**src/rtl/mem_bist_ctrl.sv**
```systemverilog
// mem_bist_ctrl
//   Built-in self-test sequencer for a single-port memory (default 32x8).
//   Sits directly upstream of the memory and drives its address, write data and
//   read/write strobes. A run writes all-zero, reads it back, writes
//   data-equals-address and reads that back. Every read is compared one cycle
//   later against the value that was written. The first miscompare is captured
//   and all miscompares are counted.
//
//   Optional feature macro: MEM_BIST_LFSR_EN
//     When defined, two more phases (WR_LFSR, RD_LFSR) run after RD_ADDR. They
//     use an 8-bit Fibonacci LFSR (x^8+x^6+x^5+x^4+1, seed 8'hA5). This build
//     needs DATA_WIDTH == 8.
//
// Ports
//   clk              rising-edge clock
//   rst              synchronous active-high reset
//   start            run request, only honoured while idle
//   busy             high whenever the sequencer is not idle
//   done             one-cycle pulse in the FINISH cycle
//   pass             1 = no miscompares; valid from done until the next start
//   phase            current state code
//   mem_addr         memory address
//   mem_data_in      memory write data
//   mem_write        memory write strobe
//   mem_read         memory read strobe
//   mem_data_out     memory read data, valid one cycle after mem_read
//   fail_count       saturating miscompare count for the current run
//   first_fail_addr  address of the first miscompare
//   first_fail_exp   expected data at the first miscompare
//   first_fail_act   actual data at the first miscompare

module mem_bist_ctrl #(
    parameter int ADDR_WIDTH = 5,
    parameter int DATA_WIDTH = 8
) (
    input  logic                  clk,
    input  logic                  rst,
    input  logic                  start,
    output logic                  busy,
    output logic                  done,
    output logic                  pass,
    output logic [2:0]            phase,
    output logic [ADDR_WIDTH-1:0] mem_addr,
    output logic [DATA_WIDTH-1:0] mem_data_in,
    output logic                  mem_write,
    output logic                  mem_read,
    input  logic [DATA_WIDTH-1:0] mem_data_out,
    output logic [7:0]            fail_count,
    output logic [ADDR_WIDTH-1:0] first_fail_addr,
    output logic [DATA_WIDTH-1:0] first_fail_exp,
    output logic [DATA_WIDTH-1:0] first_fail_act
);

    localparam int DEPTH = 2 ** ADDR_WIDTH;
    localparam logic [ADDR_WIDTH-1:0] CNT_LAST = ADDR_WIDTH'(DEPTH - 1);

    typedef enum logic [2:0] {
        ST_IDLE    = 3'd0,
        ST_WR_ZERO = 3'd1,
        ST_RD_ZERO = 3'd2,
        ST_WR_ADDR = 3'd3,
        ST_RD_ADDR = 3'd4,
`ifdef MEM_BIST_LFSR_EN
        ST_WR_LFSR = 3'd5,
        ST_RD_LFSR = 3'd6,
        ST_FINISH  = 3'd7
`else
        ST_FINISH  = 3'd5
`endif
    } state_t;

    state_t                  state_q, state_d;
    logic [ADDR_WIDTH-1:0]   cnt_q, cnt_d;
    logic [DATA_WIDTH-1:0]   cnt_data;
    logic [DATA_WIDTH-1:0]   exp_d;
    logic                    last;
    logic                    run_start;

    // Read pipeline: what was read, and what it should have been.
    logic                    rd_valid;
    logic [ADDR_WIDTH-1:0]   rd_addr;
    logic [DATA_WIDTH-1:0]   rd_exp;
    logic                    miscompare;
    logic                    pass_now;
    logic                    pass_q;

`ifdef MEM_BIST_LFSR_EN
    localparam logic [7:0] LFSR_SEED = 8'hA5;
    logic [7:0] lfsr_q;
    logic [7:0] lfsr_next;

    if (DATA_WIDTH != 8) begin : g_lfsr_width_check
        $error("mem_bist_ctrl: MEM_BIST_LFSR_EN needs DATA_WIDTH == 8");
    end

    assign lfsr_next = {lfsr_q[6:0], lfsr_q[7] ^ lfsr_q[5] ^ lfsr_q[4] ^ lfsr_q[3]};

    // The LFSR restarts from the seed at the start of each LFSR phase. The read
    // phase then regenerates exactly the sequence that the write phase stored.
    always_ff @(posedge clk) begin
        if (rst) begin
            lfsr_q <= LFSR_SEED;
        end else if ((state_d != state_q) &&
                     ((state_d == ST_WR_LFSR) || (state_d == ST_RD_LFSR))) begin
            lfsr_q <= LFSR_SEED;
        end else if ((state_q == ST_WR_LFSR) || (state_q == ST_RD_LFSR)) begin
            lfsr_q <= lfsr_next;
        end
    end
`endif

    assign cnt_data  = DATA_WIDTH'(cnt_q);
    assign last      = (cnt_q == CNT_LAST);
    assign run_start = (state_q == ST_IDLE) && start;

    always_ff @(posedge clk) begin
        if (rst) begin
            state_q <= ST_IDLE;
            cnt_q   <= '0;
        end else begin
            state_q <= state_d;
            cnt_q   <= cnt_d;
        end
    end

    // Next state and memory-side outputs. The address counter runs only in
    // read and write phases. It wraps to 0 on the last word, which is also
    // the cycle where the phase changes.
    always_comb begin
        state_d     = state_q;
        cnt_d       = '0;
        busy        = (state_q != ST_IDLE);
        done        = 1'b0;
        phase       = state_q;
        mem_addr    = '0;
        mem_data_in = '0;
        mem_write   = 1'b0;
        mem_read    = 1'b0;
        exp_d       = '0;

        case (state_q)
            ST_IDLE: begin
                if (start) state_d = ST_WR_ZERO;
            end
            ST_WR_ZERO: begin
                mem_write = 1'b1;
                mem_addr  = cnt_q;
                if (last) state_d = ST_RD_ZERO;
            end
            ST_RD_ZERO: begin
                mem_read = 1'b1;
                mem_addr = cnt_q;
                if (last) state_d = ST_WR_ADDR;
            end
            ST_WR_ADDR: begin
                mem_write   = 1'b1;
                mem_addr    = cnt_q;
                mem_data_in = cnt_data;
                if (last) state_d = ST_RD_ADDR;
            end
            ST_RD_ADDR: begin
                mem_read = 1'b1;
                mem_addr = cnt_q;
                exp_d    = cnt_data;
`ifdef MEM_BIST_LFSR_EN
                if (last) state_d = ST_WR_LFSR;
`else
                if (last) state_d = ST_FINISH;
`endif
            end
`ifdef MEM_BIST_LFSR_EN
            ST_WR_LFSR: begin
                mem_write   = 1'b1;
                mem_addr    = cnt_q;
                mem_data_in = DATA_WIDTH'(lfsr_q);
                if (last) state_d = ST_RD_LFSR;
            end
            ST_RD_LFSR: begin
                mem_read = 1'b1;
                mem_addr = cnt_q;
                exp_d    = DATA_WIDTH'(lfsr_q);
                if (last) state_d = ST_FINISH;
            end
`endif
            ST_FINISH: begin
                done    = 1'b1;
                state_d = ST_IDLE;
            end
            default: begin
                state_d = ST_IDLE;
            end
        endcase

        if (mem_read || mem_write) cnt_d = last ? '0 : cnt_q + 1'b1;
    end

    always_ff @(posedge clk) begin
        if (rst) begin
            rd_valid <= 1'b0;
            rd_addr  <= '0;
            rd_exp   <= '0;
        end else begin
            rd_valid <= mem_read;
            rd_addr  <= mem_addr;
            rd_exp   <= exp_d;
        end
    end

    // The compare stage is decoupled from the state register, so the last read
    // of a phase is still checked in the first cycle of the following state.
    // In FINISH, pass must already include the compare happening that cycle.
    always_comb begin
        miscompare = rd_valid && (mem_data_out != rd_exp);
        pass_now   = (fail_count == 8'd0) && !miscompare;
        pass       = (state_q == ST_FINISH) ? pass_now : pass_q;
    end

    always_ff @(posedge clk) begin
        if (rst) begin
            fail_count      <= 8'd0;
            first_fail_addr <= '0;
            first_fail_exp  <= '0;
            first_fail_act  <= '0;
            pass_q          <= 1'b0;
        end else if (run_start) begin
            fail_count      <= 8'd0;
            first_fail_addr <= '0;
            first_fail_exp  <= '0;
            first_fail_act  <= '0;
            pass_q          <= 1'b0;
        end else begin
            if (miscompare) begin
                if (fail_count != 8'hFF) fail_count <= fail_count + 8'd1;
                if (fail_count == 8'd0) begin
                    first_fail_addr <= rd_addr;
                    first_fail_exp  <= rd_exp;
                    first_fail_act  <= mem_data_out;
                end
            end
            if (state_q == ST_FINISH) pass_q <= pass_now;
        end
    end

endmodule
```
**config.mk**
```make
export PLATFORM = sky130hd
export DESIGN_NAME = mem_bist_ctrl
export DESIGN_NICKNAME = d
export VERILOG_FILES = /design/src/rtl/mem_bist_ctrl.sv
export SDC_FILE = /design/constraint.sdc
export NUM_CORES = 1
export LEC_CHECK = 0
export CORE_ASPECT_RATIO = 0.8
export CORE_UTILIZATION = 50
export CTS_CLUSTER_SIZE = 12
export DETAILED_ROUTE_END_ITERATION = 12
export GPL_ROUTABILITY_DRIVEN = 0
export PLACE_DENSITY = 0.83
export SYNTH_ARGS = -nofsm -noshare
export SYNTH_HDL_FRONTEND = slang
export SYNTH_SLANG_ARGS = --single-unit
export TNS_END_PERCENT = 20
```
**constraint.sdc**
```tcl
create_clock -name clk -period 3.16 [get_ports clk]
set_input_delay 0.474 -clock clk [delete_from_list [all_inputs] [get_ports clk]]
set_output_delay 0.474 -clock clk [all_outputs]
set_load 0.05 [all_outputs]
```
==> impl_metrics.json, run 1 <==
{
  "synth-compound-area-share_pct": 7.65,
  "vias": 1639,
  "cts_tree": "built",
  "post-place-cells": 319,
  "post_drt_via_cell_ratio": 5.03,
  "drt-total-wl_mm": 4.00,
  "critPathKind": "in -> out",
  "setup_viol": 0,
  "drv_slew": 0,
  "status": "finished, final reports clean",
  "grt_pass1_vias": 1459,
  "postRouteAntennaNets": 0,
  "drt_iter0_markers": 87,
  "yosys.area_share.simple_pct": 23.5,
  "htree_levels": 2,
  "antenna_found_initial": 0,
  "cts_buffers": 5,
  "grt_pass1_wl_mm": 6.84,
  "crit_family": "simple AND/OR/NAND/NOR gates",
  "drtPass1Iterations": 4,
  "slew_headroom_pct": 59.1,
  "synth_top_family_by_area": "simple AND/OR/NAND/NOR gates",
  "postSynthAreaPerCell_um2": 9.45,
  "final_cells": 326,
  "route.detailed.drc": 0,
  "cts_sinks": 46,
  "synth_top_area_share_pct": 45.8,
  "cap_violations": 0,
  "clockRootBuffer": "clkbuf_8",
  "clock_latency_ns": 0.29,
  "start_util_pct": 52.5,
  "grt_max_degree": 28,
  "die_x_um": 72.9,
  "synthAdderAreaFrac_pct": 2.49,
  "ys_ff_latch": 46,
  "critPathSlowestCell": "clkdlybuf4s50_1",
  "n_antenna_cell": 0,
  "syn_area_um2": 2010,
  "wl_per_cell_um": 12.3,
  "grt_overflow": 0,
  "io_buffers": 54,
  "regToRegSetupSlack_ns": 1.10,
  "worstMarginPinSlew_ns": 0.604,
  "yosysMostFrequentCell": "dfxtp_1",
  "peakVddDrop_mv": 0.261,
  "core_region_area_um2": 3830,
  "yosys_warnings": 0,
  "yosysTopAreaCell": "dfxtp_1",
  "die_h_um": 58.7,
  "cpPeakStageDelay_ns": 0.42,
  "io-pin-count": 61,
  "cp_num_buf_inv": 2,
  "power_leakage_nw": 1.00,
  "clock_path_buffers": 2,
  "min_path_type": "reg -> reg",
  "fmax_mhz": 364,
  "worstPathArrival_ns": 2.27,
  "pwr_density_cell_nw_per_um2": 371,
  "synthXorXnorAreaFrac_pct": 3.92,
  "hold_viol_final": 0,
  "endpoint_kind": "output pin",
  "skew_ns": 0.00418,
  "synthMuxAreaShare_pct": 9.95,
  "tns_ns": 0,
  "ctsHoldBuffers": 0,
  "cp_max_fo": 2,
  "synth_ff_type": "dfxtp_1",
  "crit_chain": "clkdlybuf4s50_1, or3_4, nor4_4, a21oi_1, o31ai_2, buf_12",
  "syn_to_final_growth_pct": 33.1,
  "grt_usage_pct": 21.2,
  "rows": 20,
  "ys_seq_area_share_pct": 45.8,
  "drive_gt1_share_pct": 6.27,
  "num-nets-final": 286,
  "cts_resized": 0,
  "rsz0062_at_grt": "no",
  "synth_edf_count": 0,
  "period_minus_slack_ns": 2.75,
  "die_area_um2": 4280,
  "cts_setup_buffers": 0,
  "hpwlAfterDp_mm": 2.89,
  "worstPathRequired_ns": 2.69,
  "netlist_instances": 213,
  "ys_types": 39,
  "synthTopCellsByCount": "dfxtp_1, nor2_1, mux2i_1, and3_1, and2_1",
  "synth.area.top_cells": "dfxtp_1, mux2i_1, nor2_1",
  "clk_pin_slew_ns": 0.07,
  "finalCritPeriodShare_pct": 87.0,
  "startpoint_type": "input port",
  "synth-async-reset-ratio_pct": 0
}
==> path summary, 6_finish.rpt <==
path | start | end | depth (start not counted)
max | mem_data_out[5] | pass | 6
min | rd_addr[2] | first_fail_addr[2] | 2
max reg2reg | fail_count[0] | first_fail_addr[0] | 8
min reg2reg | rd_addr[2] | first_fail_addr[2] | 2
==> worst register-to-register path, cell delays in order (launching register included) <==
cell	delay, ns
dfxtp_1	0.36
inv_1	0.07
ha_1	0.16
nor4b_1	0.25
nand4_1	0.24
a211oi_4	0.25
buf_4	0.33
mux2i_1	0.23
nor2_1	0.06
==> cell usage in the layout, fill, tap and decap left out, types with 2 or more instances in the layout <==
cell type	Yosys	final
o21ai_0	2	2
a21oi_1	8	8
nand4_1	3	3
buf_4	6	4
nand2_1	6	6
clkbuf_1	2	2
nor4b_1	2	2
inv_1	10	10
clkbuf_8	0	5
nor3_1	2	2
xor2_1	7	7
nor2b_1	4	4
nand2b_1	2	2
a21o_1	3	3
xnor2_1	2	2
nand3_1	7	7
ha_1	4	4
mux2i_1	20	20
and3_1	14	14
nor2_1	31	31
clkdlybuf4s50_1	0	53
and2_1	12	12
dfxtp_1	46	46
conb_1	1	6
==> registers in the layout, summed over array words and instances (netlist names) <==
name and cells:
cnt_q 5, phase 3, pass_q 1, rd_exp 5, first_fail_act 8, first_fail_exp 5, rd_addr 5, rd_valid 1
fail_count 8, first_fail_addr 5
==> layout make-up <==
cell class	instances	area (um^2)
Fill cell	317	1150
Multi-Input combinational cell	150	995
Sequential cell	46	921
Timing Repair Buffer	58	581
Clock buffer	7	76.3
Tap cell	55	68.8
Inverter	10	37.5
==> report_power, final <==
| part | internal (mW) | switching, mW | total [mW] |
|---|---|---|---|
| sequential | 0.582 | 0.00404 | 0.586 |
| clock | 0.152 | 0.173 | 0.325 |
| combinational | 0.0264 | 0.0562 | 0.0827 |
==> kinds of logic (layout without fill, tap and decap cells) <==
kind of cell               count (synthesis)  in the layout
xor gates and xnor gates                   9              9
adders and majority gates                  4              4
AOI/OAI and AO/OA                         23             23
DFF                                       46             46
buffers and inverters                     22             75
other                                      1              6
muxes                                     20             20
and+or+nand+nor                           88             88
==> routing by layer <==
metal  vias up  track usage (%)  part of all wire, %
met1       752             29.5                   50
li1        825                -                    -
met4         0             5.88                  1.1
met2        57             31.4                   41
met3         5             7.36                  7.7
met5         -                0                    0
==> per-stage QoR <==
stage                     total power, mW  worst slack, ns  instance area (um^2)  util [%]  hold slack, ns
after floorplan                     0.656            0.433                  2030         -           0.440
after global placement              0.681            0.407                  2600      68.0           0.451
after detailed placement            0.682            0.397                  2600      68.0           0.454
after CTS                            1.00            0.394                  2680      70.0           0.469
after global routing                 1.04            0.252                  2680      70.0           0.495
final                               0.994            0.411                  2680      70.0           0.466
Note: power is estimated with default switching activity, not from simulation.
==> run 2, diff against run 1 <==
==> constraint.sdc (replaced) <==
create_clock -name clk -period 3.55 [get_ports clk]
set_input_delay 0.5325 -clock clk [delete_from_list [all_inputs] [get_ports clk]]
set_output_delay 0.5325 -clock clk [all_outputs]
set_load 0.05 [all_outputs]
==> impl_metrics.json, run 2 (synthesis gave the netlist of run 1 again) <==
{
  "status": "finished, final reports clean",
  "slew_headroom_pct": 56.7,
  "holdPathEnd": "first_fail_addr[3]",
  "cap_violations": 0,
  "die_area_um2": 4280,
  "grt_pass1_vias": 1425,
  "setup_viol": 0,
  "clock_path_buffers": 2,
  "hold_depth": 2,
  "final_util_pct": 70.2,
  "period_minus_slack_ns": 2.90,
  "rows": 20,
  "clk_pin_slew_ns": 0.08,
  "register_area_um2": 921,
  "n_antenna_cell": 0,
  "power_leakage_nw": 1.01,
  "skew_ns": 0.00727,
  "grt_pass1_wl_mm": 6.54,
  "post_drt_via_cell_ratio": 5.03,
  "tns_ns": 0,
  "critPathKind": "in -> out",
  "fill_cells": 324,
  "worstPathRequired_ns": 3.02,
  "postRouteAntennaNets": 0,
  "worstMarginPinSlew_ns": 0.641,
  "io-pin-count": 61,
  "r2r_cells": 8,
  "drv_slew": 0,
  "vias": 1639,
  "reg_top3": "fail_count x8, first_fail_act x8",
  "wl_per_cell_um": 12.2,
  "num-nets-final": 285,
  "htree_levels": 2,
  "cts_setup_buffers": 0,
  "route.detailed.drc": 0,
  "startpoint_type": "input port",
  "holdCritStartpoint": "rd_addr[3]",
  "finalCritPeriodShare_pct": 81.7,
  "rr_endpoint": "first_fail_act[7]",
  "die_h_um": 58.7,
  "startpoint": "mem_data_out[5]",
  "core_region_area_um2": 3830,
  "grt_overflow": 0,
  "start_util_pct": 52.5,
  "worstPathArrival_ns": 2.37,
  "regToRegSetupSlack_ns": 1.46,
  "r2r-start": "fail_count[0]",
  "hpwlAfterDp_mm": 2.88,
  "die_x_um": 72.9,
  "grt_max_degree": 28,
  "cts_buffers": 5,
  "io_buffers": 54,
  "pwr_density_cell_nw_per_um2": 340,
  "rsz0062_at_grt": "no",
  "peakVddDrop_mv": 0.199,
  "cts_tree": "built",
  "ctsHoldBuffers": 0,
  "grt_usage_pct": 19.9,
  "drtPass1Iterations": 4,
  "drive_gt1_share_pct": 6.64,
  "min_path_type": "reg -> reg",
  "hold_viol_final": 0,
  "multi_input_area_um2": 995,
  "layout_common_cells": "clkdlybuf4s50_1, dfxtp_1, nor2_1, mux2i_1, and3_1",
  "drt_iter0_markers": 101,
  "mostFrequentLayoutCell": "clkdlybuf4s50_1",
  "cp_max_fo": 5,
  "endpoint_kind": "output pin",
  "cts_sinks": 46,
  "drt-total-wl_mm": 3.98,
  "clockRootBuffer": "clkbuf_8",
  "fmax_mhz": 345,
  "cts_resized": 0,
  "antenna_found_initial": 0,
  "syn_to_final_growth_pct": 33.5,
  "clock_latency_ns": 0.29
}
run 2: cell count changes in the layout (fill, tap and decap cells not counted), sizes merged:
| cell | previous run | this run |
|---|---|---|
| buf | 5 | 4 |
| clkinv | 0 | 1 |
run 2: cell type report:
class	instances	share of cell area (%)
inverters	10	1.40
well taps	55	2.56
clock buffers	7	3.21
flip-flops and latches	46	34.3
repair buffers	57	21.3
clock inverters	1	0.186
multi-input cells	150	37.0
run 2: per-stage QoR:
step | cell area (um^2) | setup slack [ns] | hold slack (ns) | total power [mW] | instances
after CTS | 2690 | 0.629 | 0.476 | 0.923 | 326
after global placement | 2590 | 0.641 | 0.453 | 0.606 | 318
final | 2690 | 0.648 | 0.475 | 0.914 | 326
after floorplan | 2030 | 0.743 | 0.440 | 0.584 | 218
after detailed placement | 2590 | 0.634 | 0.455 | 0.606 | 318
after global routing | 2690 | 0.501 | 0.522 | 0.952 | 326
run 2: how the worst max path moves through the flow:
stage           end  slack (ns)  depth (start not counted)
3_3_place_gp   pass        0.64                          6
4_1_cts        pass        0.63                          6
2_1_floorplan  pass        0.74                          4
3_5_place_dp   pass        0.63                          6
5_1_grt        pass        0.50                          6
6_report       pass        0.65                          6
run 2: routing by layer:
metal | part of all wire (%) | global-route usage, % | vias up
met5 | 0 | 0 | -
met1 | 51 | 27.8 | 749
met2 | 42 | 29.8 | 60
met3 | 6.7 | 4.97 | 4
met4 | 0.96 | 7.56 | 0
li1 | - | - | 826
run 2: worst max-delay path, stage by stage:
cell and delay, ns:
clkdlybuf4s50_1 0.42, or3_4 0.40, nor4_4 0.28, a21oi_1 0.18, o31ai_2 0.36, buf_12 0.18
run 2: power breakdown:
part / switching, mW / total (mW) / internal, mW
clock network: 0.163 / 0.320 / 0.157
logic: 0.0497 / 0.0731 / 0.0234
registers: 0.00364 / 0.521 / 0.518
total: 0.216 / 0.914 / 0.698
